File: src/rtl/lcd_serial_rx_if.sv
// Panel-driver serial bus and decoded receiver outputs for lcd_serial_rx.
interface lcd_serial_rx_if;
  logic [3:0] lcd;
  logic       byte_valid;
  logic [7:0] byte_data;
  logic       byte_is_data;
  logic       wr_en;
  logic [9:0] wr_addr;
  logic [7:0] wr_data;
  logic [2:0] page;
  logic [6:0] column;
  logic       display_on;
  logic       frame_done;
  logic [7:0] abort_cnt;

  modport master (
    output lcd,
    input  byte_valid, byte_data, byte_is_data, wr_en, wr_addr, wr_data,
    input  page, column, display_on, frame_done, abort_cnt
  );

  modport slave (
    input  lcd,
    output byte_valid, byte_data, byte_is_data, wr_en, wr_addr, wr_data,
    output page, column, display_on, frame_done, abort_cnt
  );
endinterface

File: src/rtl/lcd_serial_rx.sv
// Serial LCD controller receiver: synchronizes the panel bus, assembles bytes,
// decodes page/column/display commands and emits framebuffer writes.
module lcd_serial_rx #(
  parameter int unsigned SYNC_STAGES = 2
) (
  input logic           clk,
  input logic           rst,
  lcd_serial_rx_if.slave bus
);

  localparam logic [3:0] IDLE_BUS = 4'b0001;

  typedef enum logic [1:0] {IDLE, SHIFT, COMMIT} state_t;

  state_t                        state;
  logic [SYNC_STAGES-1:0][3:0]   sync_q;
  logic                          scl_hist;
  logic [3:0]                    lcd_s;
  logic                          cs_n, scl_rise, a0_s, si_s;
  logic [7:0]                    shreg;
  logic [2:0]                    bit_cnt;
  logic                          a0_q;

  logic       byte_valid_q, byte_is_data_q, wr_en_q, display_on_q, frame_done_q;
  logic [7:0] byte_data_q, wr_data_q, abort_q;
  logic [9:0] wr_addr_q;
  logic [2:0] page_q;
  logic [6:0] col_q;

  assign lcd_s    = sync_q[SYNC_STAGES-1];
  assign cs_n     = lcd_s[0];
  assign scl_rise = lcd_s[1] & ~scl_hist;
  assign a0_s     = lcd_s[2];
  assign si_s     = lcd_s[3];

  // Input synchronizer chain; element 0 is the newest sample.
  always_ff @(posedge clk or posedge rst) begin
    if (rst) begin
      sync_q   <= {SYNC_STAGES{IDLE_BUS}};
      scl_hist <= 1'b0;
    end else begin
      sync_q   <= {sync_q[SYNC_STAGES-2:0], bus.lcd};
      scl_hist <= lcd_s[1];
    end
  end

  always_ff @(posedge clk or posedge rst) begin
    if (rst) begin
      state          <= IDLE;
      shreg          <= 8'h00;
      bit_cnt        <= 3'd0;
      a0_q           <= 1'b0;
      byte_valid_q   <= 1'b0;
      byte_data_q    <= 8'h00;
      byte_is_data_q <= 1'b0;
      wr_en_q        <= 1'b0;
      wr_addr_q      <= 10'd0;
      wr_data_q      <= 8'h00;
      page_q         <= 3'd0;
      col_q          <= 7'd0;
      display_on_q   <= 1'b0;
      frame_done_q   <= 1'b0;
      abort_q        <= 8'h00;
    end else begin
      byte_valid_q <= 1'b0;
      wr_en_q      <= 1'b0;
      frame_done_q <= 1'b0;
      case (state)
        IDLE: begin
          if (!cs_n) begin
            state   <= SHIFT;
            bit_cnt <= 3'd0;
          end
        end
        SHIFT: begin
          // A final bit arriving together with CS release still completes the byte.
          if (scl_rise && bit_cnt == 3'd7) begin
            shreg   <= {shreg[6:0], si_s};
            a0_q    <= a0_s;
            bit_cnt <= 3'd0;
            state   <= COMMIT;
          end else if (cs_n) begin
            if (bit_cnt != 3'd0 && abort_q != 8'hFF) abort_q <= abort_q + 8'd1;
            bit_cnt <= 3'd0;
            state   <= IDLE;
          end else if (scl_rise) begin
            shreg   <= {shreg[6:0], si_s};
            bit_cnt <= bit_cnt + 3'd1;
          end
        end
        COMMIT: begin
          byte_valid_q   <= 1'b1;
          byte_data_q    <= shreg;
          byte_is_data_q <= a0_q;
          bit_cnt        <= 3'd0;
          state          <= cs_n ? IDLE : SHIFT;
          if (a0_q) begin
            wr_en_q      <= 1'b1;
            wr_addr_q    <= {page_q, col_q};
            wr_data_q    <= shreg;
            frame_done_q <= &{page_q, col_q};
            col_q        <= col_q + 7'd1;
          end else if (shreg[7:3] == 5'b10110) begin
            page_q <= shreg[2:0];
          end else if (shreg[7:4] == 4'h1) begin
            col_q[6:4] <= shreg[2:0];
          end else if (shreg[7:4] == 4'h0) begin
            col_q[3:0] <= shreg[3:0];
          end else if (shreg == 8'hAF) begin
            display_on_q <= 1'b1;
          end else if (shreg == 8'hAE) begin
            display_on_q <= 1'b0;
          end else if (shreg == 8'hE2) begin
            page_q       <= 3'd0;
            col_q        <= 7'd0;
            display_on_q <= 1'b0;
          end
        end
        default: state <= IDLE;
      endcase
    end
  end

  assign bus.byte_valid   = byte_valid_q;
  assign bus.byte_data    = byte_data_q;
  assign bus.byte_is_data = byte_is_data_q;
  assign bus.wr_en        = wr_en_q;
  assign bus.wr_addr      = wr_addr_q;
  assign bus.wr_data      = wr_data_q;
  assign bus.page         = page_q;
  assign bus.column       = col_q;
  assign bus.display_on   = display_on_q;
  assign bus.frame_done   = frame_done_q;
  assign bus.abort_cnt    = abort_q;

endmodule

File: src/flat_wrapper.sv
// flat-port wrapper written by rule: the top's interface ports become plain ports
module lcd_serial_rx_flat 
#(
  parameter int unsigned SYNC_STAGES = 2
)
  (clk, rst, bus_lcd, bus_byte_valid, bus_byte_data, bus_byte_is_data, bus_wr_en, bus_wr_addr, bus_wr_data, bus_page, bus_column, bus_display_on, bus_frame_done, bus_abort_cnt);
  lcd_serial_rx_if bus_i ();
  input logic clk;
  input logic rst;
  input wire logic [$bits(bus_i.lcd)-1:0] bus_lcd;
  output wire logic [$bits(bus_i.byte_valid)-1:0] bus_byte_valid;
  output wire logic [$bits(bus_i.byte_data)-1:0] bus_byte_data;
  output wire logic [$bits(bus_i.byte_is_data)-1:0] bus_byte_is_data;
  output wire logic [$bits(bus_i.wr_en)-1:0] bus_wr_en;
  output wire logic [$bits(bus_i.wr_addr)-1:0] bus_wr_addr;
  output wire logic [$bits(bus_i.wr_data)-1:0] bus_wr_data;
  output wire logic [$bits(bus_i.page)-1:0] bus_page;
  output wire logic [$bits(bus_i.column)-1:0] bus_column;
  output wire logic [$bits(bus_i.display_on)-1:0] bus_display_on;
  output wire logic [$bits(bus_i.frame_done)-1:0] bus_frame_done;
  output wire logic [$bits(bus_i.abort_cnt)-1:0] bus_abort_cnt;
  assign bus_i.lcd = bus_lcd;
  assign bus_byte_valid = bus_i.byte_valid;
  assign bus_byte_data = bus_i.byte_data;
  assign bus_byte_is_data = bus_i.byte_is_data;
  assign bus_wr_en = bus_i.wr_en;
  assign bus_wr_addr = bus_i.wr_addr;
  assign bus_wr_data = bus_i.wr_data;
  assign bus_page = bus_i.page;
  assign bus_column = bus_i.column;
  assign bus_display_on = bus_i.display_on;
  assign bus_frame_done = bus_i.frame_done;
  assign bus_abort_cnt = bus_i.abort_cnt;
  lcd_serial_rx #(.SYNC_STAGES(SYNC_STAGES)) u_core (.clk(clk), .rst(rst), .bus(bus_i));
endmodule
File: config.mk
export PLATFORM = sky130hd
export DESIGN_NAME = lcd_serial_rx_flat
export DESIGN_NICKNAME = d
export VERILOG_FILES = /design/src/rtl/lcd_serial_rx_if.sv /design/src/rtl/lcd_serial_rx.sv /design/src/flat_wrapper.sv
export SDC_FILE = /design/constraint.sdc
export NUM_CORES = 1
export LEC_CHECK = 0
export CAP_MARGIN = 25
export CELL_PAD_IN_SITES_DETAIL_PLACEMENT = 0
export CELL_PAD_IN_SITES_GLOBAL_PLACEMENT = 1
export CORE_MARGIN = 2
export CORE_UTILIZATION = 45
export DETAILED_ROUTE_END_ITERATION = 16
export PLACE_DENSITY = 0.93
export RECOVER_POWER = 100
export SYNTH_ARGS = -nofsm -noshare
export SYNTH_HDL_FRONTEND = slang
export SYNTH_SLANG_ARGS = --single-unit
File: constraint.sdc
create_clock -name clk -period 6.07 [get_ports clk]
set_clock_uncertainty 0.05 [all_clocks]
set_input_delay 0.9105 -clock clk [delete_from_list [all_inputs] [get_ports clk]]
set_output_delay 0.9105 -clock clk [all_outputs]
set_load 0.05 [all_outputs]
### Yosys cells after proc, flatten, opt, wreduce, memory -nomap -nowiden

Index checks and enable logic that the tools add are counted.

| operators by class | value |
|---|---|
| add/subtract/negate cells | 3 |
| equality and inequality tests | 24 |
| mux-type cells | 36 |
| bitwise gates (word level) | 7 |
| reductions and logical operators | 22 |

Operators by type and width:

| cell | count |
|---|---|
| $mux 3 | 12 |
| $mux 7 | 5 |
| $eq 8x8->1 const B | 3 |
| $mux 8 | 3 |
| $ne 3x1->1 const B | 6 |
| $reduce_and 6->1 | 3 |
| $reduce_bool 3->1 | 5 |
| $ne 2x1->1 const B | 6 |
| $reduce_and 10->1 | 1 |
| $mux 1 | 9 |
| $pmux 3 s3 | 1 |
| $add 8x1->8 const B | 1 |
| $mux 4 | 2 |
| $ne 8x8->1 const B | 1 |
| $add 7x1->7 const B | 1 |
| $reduce_and 7->1 | 1 |
| $mux 2 | 3 |
| $not 1->1 | 6 |
| $pmux 2 s3 | 1 |
| $reduce_and 2->1 | 3 |
| $reduce_and 3->1 | 2 |
| $eq 5x5->1 const B | 1 |
| $eq 4x1->1 const B | 1 |
| $logic_not 4->1 | 1 |
| 11 further kinds | 14 |

| word-level totals | value |
|---|---|
| bits in registers | 72 |
| input bits | 6 |
| output and inout port bits | 49 |
| word-level logic and storage cells | 111 |

### Logic depth before layout (Yosys ltp)

| logic depth | value |
|---|---|
| word-level depth | 8 |
| depth in mapped cells | 7 |
| mapped depth without buffers | 6 |

### Least setup slack after synthesis

OpenSTA, ideal clock, no wires.

| path | value |
|---|---|
| kind | reg-to-reg |
| start | reg u_core.bit_cnt[0] |
| end | reg u_core.abort_q[1] (netlist: u_core.bus.abort_cnt[1]) |
| library setup time | 125 ps |
| arrival | 1714 ps |
| required time | 5895 ps |
| slack | 4182 ps |
| cell stages (with the launch flop) | 7 |
| path buffers | 0 |
| period minus slack after synthesis | 1888 ps |
| cell sequence | dfrtp_1 ha_1 ha_1 nand3b_1 o2111ai_1 nor2_1 mux2_2 |

| on the way | value |
|---|---|
| cells in the longest elaborated chain, start to end | 4 |
| elaborated cells on any way between the ends | 6 |
| classes of those cells | eq/ne (1); bitwise (1); reduce/logical (4) |

RTL lines:

| item | line | RTL |
|---|---|---|
| start: declaration | lcd_serial_rx.sv:21 | `logic [2:0] bit_cnt;` |
| start signal: assignment | lcd_serial_rx.sv:88 | `bit_cnt <= bit_cnt + 3'd1;` |
| $eq 3x3->1 | lcd_serial_rx.sv:77 | `if (scl_rise && bit_cnt == 3'd7) begin` |
| $logic_and 1x1->1 | lcd_serial_rx.sv:77 |  |
| $not 1->1 (no line) | n/a |  |
| $reduce_and 4->1 (no line) * | n/a |  |
| end signal: assignment | lcd_serial_rx.sv:83 | `if (bit_cnt != 3'd0 && abort_q != 8'hFF) abort_q <= abort_q + 8'd1;` |
| end: declaration | lcd_serial_rx.sv:25 | `logic [7:0] byte_data_q, wr_data_q, abort_q;` |

Mark *: on every way between the ends. The rest lies on a longest branch, timed or not.
A chain may end at the register's enable or synchronous reset.

### Worst setup path in the final report

| path | value |
|---|---|
| start | reg u_core.state[0] |
| end | reg u_core.wr_addr_q[9] (netlist: u_core.bus.wr_addr[9]) |

| on the way | value |
|---|---|
| cells in the longest elaborated chain, start to end | 2 |

RTL lines:

| item | line | RTL |
|---|---|---|
| start: declaration | lcd_serial_rx.sv:15 | `state_t state;` |
| start signal: assignment | lcd_serial_rx.sv:96 | `state <= cs_n ? IDLE : SHIFT;` |
| $eq 2x2->1 | lcd_serial_rx.sv:68 | `case (state)` |
| $reduce_and 2->1 (no line) | n/a |  |
| end signal: assignment | lcd_serial_rx.sv:99 | `wr_addr_q <= {page_q, col_q};` |
| end: declaration | lcd_serial_rx.sv:26 | `logic [9:0] wr_addr_q;` |

No other way between the ends.

==> reports/qor.csv <==
metric;value;unit
final period utilization;0.4432;
Hold Path Stages;0;
Final min period;2.690;ns
clk buf depth;2;
Die Ht;87.33;um
fin util;0.5807;
fmax;0.3717;GHz
GRT Util Overall;0.1817;
Mapped Area;0.003124;mm^2
power density cells;287.8;mW/mm^2
total congestion overflow;0;
max-slew violation count;0;
clk slew on worst S/H paths;0.08;ns
CP max stage delay;0.78;ns
Seq/Total Area, Yosys;0.5775;
# Max-Cap Violations;0;
CP Class;flop to flop;
DR WL/cell;15.69;um
Die ar.;0.007626;mm^2
vias in the first global route;2222;
clk_lat worst skew;0.35;ns
initial cell density of the core;0.4624;
row count;30;
vias per cell;5.603;
status;finished, final reports clean;
dpl cells;387;
crit path max fanout;24;
pre-CTS worst setup slack;3.772;ns
Post-synth EDFFs;0;
Power, Total;1.129;mW
DRC errors left;0;
Setup Fix Bufs, Post-CTS;0;
VDD IR max;0.3173;mV
Cells after Synth;265;
CTS tree;yes;
clk sinks;72;
first-pass GRT wire length;10720;um
setup TNS;0;ns
Post-synth top flop;dfrtp_1;
CTS resizes;0;
H-tree depth;3;
Slew @ Worst Pin;0.9237;ns
synthesis-stage register bit count;72;
slew margin rel.;0.3827;
Routed WL;6324;um
Worst setup SP type;flop;
drt pass-1 iters;4;
PortBufs;54;
dpl hpwl;4307;um
n_diodes;0;
Hold Fails Final Rpt;0;
total CTS buffers;9;
worst hold path type;flop to flop;
DRT iter0 DRCs;150;
Syn Area/Cell;11.79;um^2
ANT nets after route;0;
count of cell types in the netlist;53;
P_leak;1.976;nW
Synth-to-Final Area Change;25.59;%
Post-Syn Nets;276;
nets;329;
crit path DAT;2.87;ns
root buffer cell;clkbuf_8;
Die W;87.33;um
Core ar.;0.006756;mm^2
Placer Congestion;0.8314;
hold slack;0.2938;ns
Setup WS post-layout;3.380;ns
Async S/R FF share, synth;1.000;
critical path cell sequence;nand2b_1 -> inv_1 -> nand2_1 -> mux2_2;
dpl cell area;0.003711;mm^2
design area;0.003924;mm^2
unrepaired setup endpoints after global routing;no;
R2R cell count;4;
# IOs;55;
Worst EP required;6.25;ns
largest net degree at the start of global routing;73;
layout cells sized above 1;0.1486;
Vias;2258;
slowest stage cell, crit path;nand2_1;
initial antenna violation count;0;
Non-Filler Instances;403;
CTS Hold Bufs;0;
Ys Warns;0;
setup violators final;0;
Critical Path End Type;flop;
## Yosys cell counts (all sizes together) (2+ instances only)
cell type,instances,area [um^2]
dfrtp,70,1752
nand2,39,146.4
mux2,26,292.8
inv,14,52.55
clkbuf,9,35.03
a21oi,7,35.03
nor4,6,43.79
xor2,6,52.55
a22o,5,43.79
ha,5,62.56
nand3,5,25.02
nor2,5,18.77
nor3,5,30.03
o21ai,5,25.02
a31oi,4,25.02
buf,4,26.27
nand2b,4,32.53
nand4,4,25.02
a2bb2oi,3,26.28
and2,3,18.77
nor4b,3,32.53
a2111o,2,22.52
a211oi,2,20.02
a22oi,2,15.01
and3,2,12.51
dfstp,2,52.55
mux2i,2,20.02
nand3b,2,15.01
o211ai,2,20.02
o41ai,2,17.52
or2,2,12.51
## final cells by class
class	instances	area, um^2
fillers	579	2833
multi-input cells	166	1179
clock buffers	12	165.2
inverters	14	52.55
well taps	80	100.1
repair buffers	55	548.0
clock inverters	4	75.07
flip-flops and latches	72	1804
## cell usage in the layout, fill, tap and decap left out, types with 3 or more instances in the layout
| cell | netlist | layout |
|---|---|---|
| dfrtp_1 | 70 | 70 |
| dlygate4sd3_1 | 0 | 54 |
| nand2_1 | 39 | 39 |
| mux2_2 | 25 | 25 |
| inv_1 | 14 | 13 |
| clkbuf_8 | 0 | 12 |
| a21oi_1 | 7 | 7 |
| xor2_1 | 6 | 6 |
| nor3_1 | 4 | 5 |
| nand3_1 | 5 | 5 |
| nor2_1 | 5 | 5 |
| a22o_1 | 5 | 5 |
| nor4_1 | 5 | 5 |
| o21ai_0 | 5 | 5 |
| ha_1 | 5 | 5 |
| nand2b_1 | 3 | 4 |
| nand4_1 | 4 | 4 |
| a31oi_1 | 4 | 4 |
| nor4b_1 | 2 | 3 |
| a2bb2oi_1 | 3 | 3 |
## critical path: cells and delay by family (launching register included)
kind                   cells  cell delay (ns)
multiplexers               1             0.42
buffers and inverters      1             0.36
flip-flops                 1             0.41
AND/OR/NAND/NOR            2             1.34
## sequential cells by signal (all words and copies together) (netlist names), 2 cells and up
name	count
u_core.bus.page	3
u_core.sync_q	4
u_core.shreg	8
u_core.state	2
u_core.bit_cnt	3
u_core.bus.wr_data	8
u_core.bus.column	7
u_core.bus.byte_data	8
u_core.lcd_s	4
u_core.bus.wr_addr	10
u_core.bus.abort_cnt	8
## power by group
| part | switching [mW] | internal (mW) |
|---|---|---|
| Sequential | 0.0482 | 0.505 |
| Clock | 0.177 | 0.265 |
| Combinational | 0.0818 | 0.0519 |
## layer usage
metal | share of wire | wire (um) | vias up | GRT usage
met5 | 0 | 0 | - | 0
met4 | 0.013 | 85 | 0 | 0.05734
met3 | 0.053 | 337 | 12 | 0.06066
met2 | 0.50 | 3148 | 67 | 0.2920
met1 | 0.44 | 2753 | 1133 | 0.2331
li1 | - | - | 1046 | -
## cells by family after synthesis
logic type                 Yosys count  share of synthesized area
DFF                                 72                     0.5775
buffers and inverters               27                    0.03644
adders and majority gates            5                    0.02002
xor gates and xnor gates             6                    0.01682
and+or+nand+nor                     84                     0.1430
AOI/OAI and AO/OA                   43                     0.1061
muxes                               28                     0.1001
## final timing paths
path                            slack, ns             start                       to
worst max-delay path                 3.38   u_core.state[0]    u_core.bus.wr_addr[9]
worst min-delay path                 0.29  u_core.sync_q[3]          u_core.lcd_s[3]
worst max register to register       3.38   u_core.state[0]    u_core.bus.wr_addr[9]
worst min register to register       0.29  u_core.sync_q[3]          u_core.lcd_s[3]
max in group asynchronous            4.20               rst       u_core.bus.page[0]
min in group asynchronous            1.22               rst  u_core.bus.abort_cnt[1]
Note: power is estimated with default switching activity, not from simulation.
